## src/rtl/padctrl_attr_seq.sv

```systemverilog
// padctrl_attr_seq: pad-attribute update sequencer.
// Arbitrates software and hardware attribute writes round-robin, applies the
// WARL mask, issues one pad write at a time and then holds off further grants
// for a settle window so drive/pull changes on different pads never coincide.
// Optional build macro: PADCTRL_ATTR_SEQ_SHADOW_EN keeps a per-pad shadow of the
// last written value and skips writes (and their settle window) that would not
// change the pad.
module padctrl_attr_seq #(
    parameter int NPads        = 20,
    parameter int AttrDw       = 8,
    parameter int SettleCycles = 4,
    parameter int IdxW         = $clog2(NPads)
) (
    input  logic              clk_i,
    input  logic              rst_ni,
    input  logic              sw_req_i,
    input  logic [IdxW-1:0]   sw_idx_i,
    input  logic [AttrDw-1:0] sw_attr_i,
    output logic              sw_gnt_o,
    input  logic              hw_req_i,
    input  logic [IdxW-1:0]   hw_idx_i,
    input  logic [AttrDw-1:0] hw_attr_i,
    output logic              hw_gnt_o,
    input  logic [AttrDw-1:0] warl_mask_i,
    output logic              attr_we_o,
    output logic [IdxW-1:0]   attr_idx_o,
    output logic [AttrDw-1:0] attr_o,
    output logic              busy_o,
    output logic              err_o
);

    typedef enum logic [1:0] {
        StIdle   = 2'd0,
        StApply  = 2'd1,
        StSettle = 2'd2
    } state_e;

    // Counter only needs to hold SettleCycles-1; keep at least one bit so a
    // zero-length settle window still elaborates cleanly.
    localparam int CntW = (SettleCycles > 1) ? $clog2(SettleCycles) : 1;
    localparam logic [CntW-1:0] CntLoad = CntW'((SettleCycles > 0) ? (SettleCycles - 1) : 0);
    // One extra bit so the range check also works when NPads is a power of two.
    localparam logic [IdxW:0] IdxLimit = (IdxW + 1)'(NPads);

    state_e            state_q, state_d;
    logic [CntW-1:0]   cnt_q, cnt_d;
    logic              last_hw_q, last_hw_d;
    logic [IdxW-1:0]   cap_idx_q, cap_idx_d;
    logic [AttrDw-1:0] cap_attr_q, cap_attr_d;
    logic              we_q, we_d;
    logic [IdxW-1:0]   idx_out_q, idx_out_d;
    logic [AttrDw-1:0] attr_out_q, attr_out_d;
    logic              busy_q, busy_d;
    logic              err_q, err_d;

    logic              sw_win;
    logic              hw_win;
    logic              can_grant;
    logic              any_gnt;
    logic [IdxW-1:0]   sel_idx;
    logic [AttrDw-1:0] sel_attr;
    logic              sel_idx_bad;
    logic [AttrDw-1:0] masked_attr;
    logic              shadow_hit;

    // Round-robin pick: a lone requester wins; on contention the side that was
    // not granted last wins.
    always_comb begin
        sw_win      = sw_req_i & (~hw_req_i | last_hw_q);
        hw_win      = hw_req_i & ~sw_win;
        sel_idx     = sw_win ? sw_idx_i : hw_idx_i;
        sel_attr    = sw_win ? sw_attr_i : hw_attr_i;
        sel_idx_bad = ({1'b0, sel_idx} >= IdxLimit);
    end

    // Grants are combinational in IDLE; held low while reset is asserted so the
    // outputs read zero during reset even if requests are pending.
    assign can_grant = (state_q == StIdle) & rst_ni;
    assign sw_gnt_o  = can_grant & sw_win;
    assign hw_gnt_o  = can_grant & hw_win;
    assign any_gnt   = sw_gnt_o | hw_gnt_o;

    // The mask is applied in the APPLY cycle, so it reflects the mask at write time.
    assign masked_attr = cap_attr_q & warl_mask_i;

`ifdef PADCTRL_ATTR_SEQ_SHADOW_EN
    logic [AttrDw-1:0] shadow_q [NPads];
    logic [AttrDw-1:0] shadow_d [NPads];

    assign shadow_hit = we_q & (shadow_q[cap_idx_q] == masked_attr);

    // Shadow next-value: record the masked value of every real write.
    always_comb begin
        shadow_d = shadow_q;
        if (attr_we_o) begin
            shadow_d[cap_idx_q] = masked_attr;
        end
    end

    // Shadow storage, cleared on reset to match the reset state of the pads.
    always_ff @(posedge clk_i or negedge rst_ni) begin
        if (!rst_ni) begin
            for (int i = 0; i < NPads; i++) begin
                shadow_q[i] <= '0;
            end
        end else begin
            shadow_q <= shadow_d;
        end
    end
`else
    assign shadow_hit = 1'b0;
`endif

    assign attr_we_o  = we_q & ~shadow_hit;
    assign attr_idx_o = idx_out_q;
    assign attr_o     = attr_we_o ? masked_attr : attr_out_q;
    assign busy_o     = busy_q;
    assign err_o      = err_q;

    // FSM next-state and registered-output logic.
    always_comb begin
        state_d    = state_q;
        cnt_d      = cnt_q;
        last_hw_d  = last_hw_q;
        cap_idx_d  = cap_idx_q;
        cap_attr_d = cap_attr_q;
        we_d       = 1'b0;
        idx_out_d  = idx_out_q;
        attr_out_d = attr_out_q;
        err_d      = 1'b0;

        unique case (state_q)
            StIdle: begin
                if (any_gnt) begin
                    last_hw_d  = hw_win;
                    cap_idx_d  = sel_idx;
                    cap_attr_d = sel_attr;
                    if (sel_idx_bad) begin
                        // Bad index: flag it, write nothing, stay ready for the next grant.
                        err_d = 1'b1;
                    end else begin
                        state_d   = StApply;
                        we_d      = 1'b1;
                        idx_out_d = sel_idx;
                    end
                end
            end
            StApply: begin
                if (attr_we_o) begin
                    attr_out_d = masked_attr;
                end
                if (shadow_hit || (SettleCycles == 0)) begin
                    state_d = StIdle;
                end else begin
                    state_d = StSettle;
                    cnt_d   = CntLoad;
                end
            end
            StSettle: begin
                if (cnt_q == '0) begin
                    state_d = StIdle;
                end else begin
                    cnt_d = cnt_q - 1'b1;
                end
            end
            default: begin
                state_d = StIdle;
            end
        endcase

        busy_d = (state_d != StIdle);
    end

    // State and output registers; reset aborts any write in flight.
    always_ff @(posedge clk_i or negedge rst_ni) begin
        if (!rst_ni) begin
            state_q    <= StIdle;
            cnt_q      <= '0;
            last_hw_q  <= 1'b1;
            cap_idx_q  <= '0;
            cap_attr_q <= '0;
            we_q       <= 1'b0;
            idx_out_q  <= '0;
            attr_out_q <= '0;
            busy_q     <= 1'b0;
            err_q      <= 1'b0;
        end else begin
            state_q    <= state_d;
            cnt_q      <= cnt_d;
            last_hw_q  <= last_hw_d;
            cap_idx_q  <= cap_idx_d;
            cap_attr_q <= cap_attr_d;
            we_q       <= we_d;
            idx_out_q  <= idx_out_d;
            attr_out_q <= attr_out_d;
            busy_q     <= busy_d;
            err_q      <= err_d;
        end
    end

endmodule

```

## config.mk

```make
export PLATFORM = sky130hd
export DESIGN_NAME = padctrl_attr_seq
export DESIGN_NICKNAME = d
export VERILOG_FILES = /design/src/rtl/padctrl_attr_seq.sv
export SDC_FILE = /design/constraint.sdc
export NUM_CORES = 1
export LEC_CHECK = 0
export ABC_AREA = 1
export CORE_ASPECT_RATIO = 1.1
export CORE_MARGIN = 1.5
export CORE_UTILIZATION = 43
export DETAILED_ROUTE_END_ITERATION = 10
export PLACE_DENSITY_LB_ADDON = 0.2
export SYNTH_ARGS = -nofsm -noshare
export SYNTH_HDL_FRONTEND = slang
export SYNTH_SLANG_ARGS = --single-unit
```

## constraint.sdc

```tcl
create_clock -name clk_i -period 1.6 [get_ports clk_i]
set_input_delay 0.32 -clock clk_i [delete_from_list [all_inputs] [get_ports clk_i]]
set_output_delay 0.32 -clock clk_i [all_outputs]
set_load 0.005 [all_outputs]
```

==> impl_metrics.csv, run 1 <==
group,metric,value,unit
power_and_ir_drop,power_switching,1220,uW
timing,hold_violations,0,
drt,drc_errors,4,
critical_path,required,1.28,ns
placed_design,dpl.hpwl,2550,um
timing,setup_ws,-0.0429,ns
timing,tightestPinTransition,0.545,ns
drt,viasPerCell,4.93,
critical_path,r2r_end,"attr_idx_o[0]",
critical_path,r2r-start,"last_hw_q",
critical_path,critical_path_class,"reg -> out",
yosys,synth_cells,176,
drt,wl_per_cell,12.2,um
floorplanning,fp.dieW,58.3,um
clocking,clock_latency,0.32,ns
global_route,antenna_found_initial,0,
critical_path,arrival,1.32,ns
yosys,yosys.area.top_type,"dfrtp_1",
floorplanning,dieArea,0.00372,sq mm
power_and_ir_drop,swShare,0.362,
timing,slew_viol_final,0,
global_route,grt_pass1_wl,5750,um
drt,wl,3480,um
cells_and_area,layout-drive-gt1-share,0.270,
cells_and_area,seq_area,728,sq um
cells_and_area,syn2layout_area_growth,58.5,%
critical_path,start_kind,"flop",
cells_and_area,final_common_cell,"clkdlybuf4s50_1",
power_and_ir_drop,leakage,0.00113,uW
floorplanning,ios,56,
yosys,synth_top_cell_area_share,0.485,
cells_and_area,final_cell_mix,"clkdlybuf4s50_1 (42), nand2_1 (41), dfrtp_1 (27), inv_1 (21), buf_4 (18)",
status,violations,"DRC, setup timing",
critical_path,r2r_setup_slack,0.08,ns
placed_design,place_congestion,0.722,
yosys,ys_seq_elements,29,
global_route,grt_usage,0.204,
yosys,ys_warn_count,0,
power_and_ir_drop,comb_power_share,0.480,
power_and_ir_drop,power_frac_seq,0.370,
timing,fin_crit,1.64,ns
timing,fmax,0.609,GHz
cells_and_area,diodes,0,
critical_path,critPathCaptureType,"output pin",
floorplanning,initial_core_util,0.462,
clocking,postCtsHoldBufs,0,
floorplanning,coreArea,0.00313,sq mm
timing,slew_headroom,0.637,
power_and_ir_drop,powerDensity,1470,mW/mm^2
yosys,synthTopCellsByArea,"dfrtp_1 (48%), nand2_1 (11%), inv_1 (6.0%), nand3_1 (4.8%), nor2_1 (4.7%)",
status,outcome,"finished with violations",
power_and_ir_drop,power.internal,2140,uW
clocking,clockBufferDepth,2,
drt,drt_iter0_drc,71,
clocking,cts_buffers,5,
clocking,htree_levels,2,
cells_and_area,multiInputGateArea,666,sq um
yosys,synth_area,0.00145,sq mm
yosys,synth_seq_area_share,0.503,
timing,skew,0.00355,ns
clocking,cts_root_buffer,"clkbuf_4",
timing,fin_crit_sh,1.03,
floorplanning,dieHeight,63.8,um
placed_design,port-buffer-count,55,
critical_path,path_max_fanout,3,
clocking,clock_sinks,29,
cells_and_area,nets,290,
critical_path,worstRegToRegCells,11,
power_and_ir_drop,vdd_drop_max,913,uV
global_route,grt.overflow.total,0,
power_and_ir_drop,clkPwrFrac,0.150,
power_and_ir_drop,power,3360,uW
global_route,grt_pass1_vias,1347,
yosys,synthesis.nets,215,
drt,vias,1410,
flow_run,maxCapViolations,0,
yosys,syn_area_per_cell,8.21,sq um
floorplanning,rows,21,
cells_and_area,nFillCells,248,
clocking,path_clk_slew,0.09,ns
drt,ant_nets,0,
timing,rsz0062_at_grt,"yes",
timing,setup-violations-final,5,
timing,totalNegativeSetupSlack,-0.0713,ns
global_route,grt_max_degree,30,
yosys,synth_cell_types,22,
drt,first_pass_iters,8,
clocking,cts_tree,"built",
worst_hold_path,hp-class,"in -> async",
registers in the layout (all words and copies together), names as in the netlist:
register    cells
cnt_q           2
cap_attr_q      8
attr_we_o       1
attr_out_q      8
busy_o          1
last_hw_q       1
err_o           1
state_q         2
attr_idx_o      5
per-stage QoR:
step	setup slack [ns]	utilization	hold slack [ns]	cell area (sq um)	std cells
5_1_grt	-0.0950	0.733	0.202	2290	286
4_1_cts	-0.0520	0.730	0.163	2280	287
6_report	-0.0429	0.733	0.157	2290	286
3_3_place_gp	-0.456	0.672	0.459	2100	273
2_1_floorplan	0.318	-	0.0244	1450	176
3_5_place_dp	-0.456	0.672	0.475	2100	273
critical path, cell delays in order, from the launching register on:
cell and delay, ns:
dfstp_2 0.56, inv_2 0.05, nand2_4 0.06, nand2_4 0.06, inv_4 0.08, nand2_4 0.05
inv_2 0.05, buf_6 0.08
per-layer routing:
metal | global-route usage | share of wire
met4 | 0.0785 | 0.014
met3 | 0.0466 | 0.064
met2 | 0.344 | 0.51
met1 | 0.250 | 0.42
met5 | 0 | 0
worst max path at each step:
stage               slack (ns)      start  cells after the start        to
global route              -0.1  last_hw_q                      7  sw_gnt_o
detailed placement       -0.46     rst_ni                      6  hw_gnt_o
global placement         -0.46     rst_ni                      6  hw_gnt_o
floorplan                 0.32  last_hw_q                      6  hw_gnt_o
finish                   -0.04  last_hw_q                      7  sw_gnt_o
CTS                      -0.05  last_hw_q                      7  sw_gnt_o
repair_timing:
| item | CTS | global route |
|---|---|---|
| cloned | 0 | 0 |
| setup endpoints to repair | 11 | 19 |
| buffers inserted | 6 | 0 |
| hold endpoints to repair | 0 | 0 |
| pin swaps | 6 | 3 |
| resized for setup | 62 | 13 |
cells in the mapped netlist:
master    instances
a22oi_1           1
o21ai_0           9
a21oi_1           9
nand3_1          14
ha_1              1
nand2_8           1
nand2_2           5
nand2_4           3
or2_1             1
buf_4             3
dfstp_2           1
a31oi_1           8
nand3b_1          2
buf_2             3
nor2_1           18
nand2_1          42
inv_1            23
inv_2             1
inv_4             1
nor2_4            1
dfrtp_1          28
buf_6             1
kinds of logic after synthesis:
group,synth area share
buffers and inverters,0.100
AO/OA/AOI/OAI,0.102
adder cells (fa/ha/maj),0.00866
flip-flops,0.503
AND/OR/NAND/NOR,0.286
power groups by stage:
stage	sequential (uW)	combinational [uW]	clock, uW
after floorplan	1200	756	0
after global placement	1240	1390	0
after detailed placement	1250	1460	0
after CTS	1230	1600	513
after global routing	1280	1790	548
final	1240	1610	503
area by class of cell:
type | instances | area share
clock inverter | 1 | 0.00218
inverter | 25 | 0.0421
timing repair buffer | 75 | 0.300
tap | 34 | 0.0186
multi-input combinational | 115 | 0.291
clock buffer | 7 | 0.0284
sequential | 29 | 0.318
Power figures use the tool's default switching activity.
==> run 2: changes to the inputs <==
--- a/config.mk
+++ b/config.mk
@@ -14,3 +14,4 @@
 export SYNTH_ARGS = -nofsm -noshare
 export SYNTH_HDL_FRONTEND = slang
 export SYNTH_SLANG_ARGS = --single-unit
+export TNS_END_PERCENT = 50
==> run 2 against run 1 <==
  * The flow still finishes with violations (DRC, setup timing)
  * Sequential power is essentially flat
  * Combinational power is essentially flat
  * Via count shrank 0.43%
  * Largest cell class unchanged
==> impl_metrics.csv, run 2 (synthesis gave the netlist of run 1 again) <==
group,metric,value,unit
cells_and_area,seq_area,728,sq um
floorplanning,dieHeight,63.8,um
timing,whs,0.159,ns
power_and_ir_drop,powerDensity,1470,mW/mm^2
power_and_ir_drop,power,3350,uW
drt,ant_nets,0,
worst_hold_path,hp-class,"in -> async",
floorplanning,fp.dieW,58.3,um
power_and_ir_drop,vdd_drop_max,912,uV
floorplanning,rows,21,
critical_path,arrival,1.32,ns
cells_and_area,final_common_cell,"clkdlybuf4s50_1",
cells_and_area,diodes,0,
status,outcome,"finished with violations",
timing,setup_ws,-0.0423,ns
floorplanning,dieArea,0.00372,sq mm
cells_and_area,multiInputGateArea,653,sq um
power_and_ir_drop,power_frac_seq,0.370,
clocking,clock_latency,0.32,ns
critical_path,path_common_cell,"nand2_4",
critical_path,critPathCaptureType,"output pin",
critical_path,critical_path_class,"reg -> out",
timing,tightestPinTransition,0.543,ns
clocking,clock_sinks,29,
power_and_ir_drop,comb_power_share,0.480,
placed_design,place_congestion,0.722,
placed_design,dpl-instance-area,0.00210,sq mm
drt,wl,3470,um
critical_path,required,1.28,ns
timing,rsz0062_at_grt,"yes",
cells_and_area,final_cell_mix,"clkdlybuf4s50_1 (42), nand2_1 (41), dfrtp_1 (27), inv_1 (21), buf_4 (18)",
power_and_ir_drop,power.internal,2140,uW
cells_and_area,layout-drive-gt1-share,0.266,
floorplanning,initial_core_util,0.462,
power_and_ir_drop,swShare,0.359,
global_route,grt.overflow.total,0,
cells_and_area,nFillCells,250,
cells_and_area,nets,290,
cells_and_area,utilization,0.731,
clocking,htree_levels,2,
global_route,antenna_found_initial,0,
global_route,grt_pass1_vias,1349,
drt,first_pass_iters,7,
timing,slew_headroom,0.638,
floorplanning,ios,56,
drt,wl_per_cell,12.1,um
global_route,grt_max_degree,30,
floorplanning,coreArea,0.00313,sq mm
cells_and_area,finalInstanceArea,0.00228,sq mm
clocking,postCtsHoldBufs,0,
power_and_ir_drop,leakage,0.00113,uW
clocking,clockBufferDepth,2,
timing,setup-violations-final,6,
clocking,cts_root_buffer,"clkbuf_4",
critical_path,path_max_fanout,3,
global_route,grt_usage,0.204,
critical_path,cp_top_family,"flip-flops",
critical_path,crit_path_top_delay_cell,"dfstp_2",
flow_run,maxCapViolations,0,
clocking,cts_tree,"built",
critical_path,critPathBufInv,4,
cells_and_area,syn2layout_area_growth,58.1,%
timing,fin_crit_sh,1.03,
critical_path,start_kind,"flop",
global_route,grt_pass1_wl,5750,um
placed_design,port-buffer-count,55,
timing,fmax,0.609,GHz
drt,viasPerCell,4.91,
clocking,path_clk_slew,0.09,ns
timing,skew,0.00316,ns
clocking,cts_buffers,5,
timing,hold_violations,0,
placed_design,dpl.hpwl,2550,um
placed_design,place_ws,-0.456,ns
drt,vias,1404,
drt,drc_errors,4,
critical_path,slowest_delay,0.56,ns
status,violations,"DRC, setup timing",
drt,drt_iter0_drc,87,
timing,slew_viol_final,0,
critical_path,crit_chain,"inv_2, nand2_4, nand2_4, inv_4, nand2_4, inv_2, buf_6",
timing,fin_crit,1.64,ns
power_and_ir_drop,power_switching,1200,uW
power_and_ir_drop,clkPwrFrac,0.150,
-- run 2: changes by cell type in the layout (fill, tap and decap cells not counted), sizes merged --
cell           previous run  this run
buf                      25        24
clkdlybuf4s15             3         4
-- run 2: power by group through the flow --
stage	clock network, uW	registers (uW)	logic, uW
2_1_floorplan	0	1200	756
3_3_place_gp	0	1240	1390
3_5_place_dp	0	1250	1460
4_1_cts	513	1230	1600
5_1_grt	548	1270	1780
6_report	502	1240	1610
-- run 2: timing repair --
action                                  CTS  global route
endpoints found under the setup margin   11            19
pin swaps                                 6             3
buffers inserted                          6             0
gates resized for setup                  62            10
-- run 2: cell type report --
type | instances | area share
Sequential cell | 29 | 0.319
Clock inverter | 1 | 0.00219
Clock buffer | 7 | 0.0285
Inverter | 25 | 0.0422
Timing Repair Buffer | 75 | 0.304
Tap cell | 34 | 0.0186
Multi-Input combinational cell | 115 | 0.286
-- run 2: path summary, 6_finish.rpt --
check	start	end	slack [ns]	depth (start not counted)
setup / recovery	last_hw_q	sw_gnt_o	-0.04	7
min in group clk_i	attr_idx_o[2]	attr_idx_o[2]	0.49	2
max in group asynchronous	rst_ni	last_hw_q	1.14	2
hold / removal	rst_ni	busy_o	0.16	2
setup reg to reg	last_hw_q	attr_idx_o[0]	0.08	11
hold reg to reg	attr_idx_o[2]	attr_idx_o[2]	0.49	2
-- run 2: metal layers --
layer / wire [um] / part of all wire / track usage / vias to the layer above
li1: - / - / - / 705
met4: 47 / 0.014 / 0.0785 / 0
met1: 1430 / 0.41 / 0.250 / 642
met5: 0 / 0 / 0 / -
met2: 1760 / 0.51 / 0.344 / 52
met3: 232 / 0.067 / 0.0466 / 5
-- run 2: through the flow --
step           setup TNS, ns  cells
3_5_place_dp           -5.50    273
5_1_grt               -0.483    286
2_1_floorplan              0    176
6_report             -0.0821    286
3_3_place_gp           -4.51    273
4_1_cts               -0.136    287
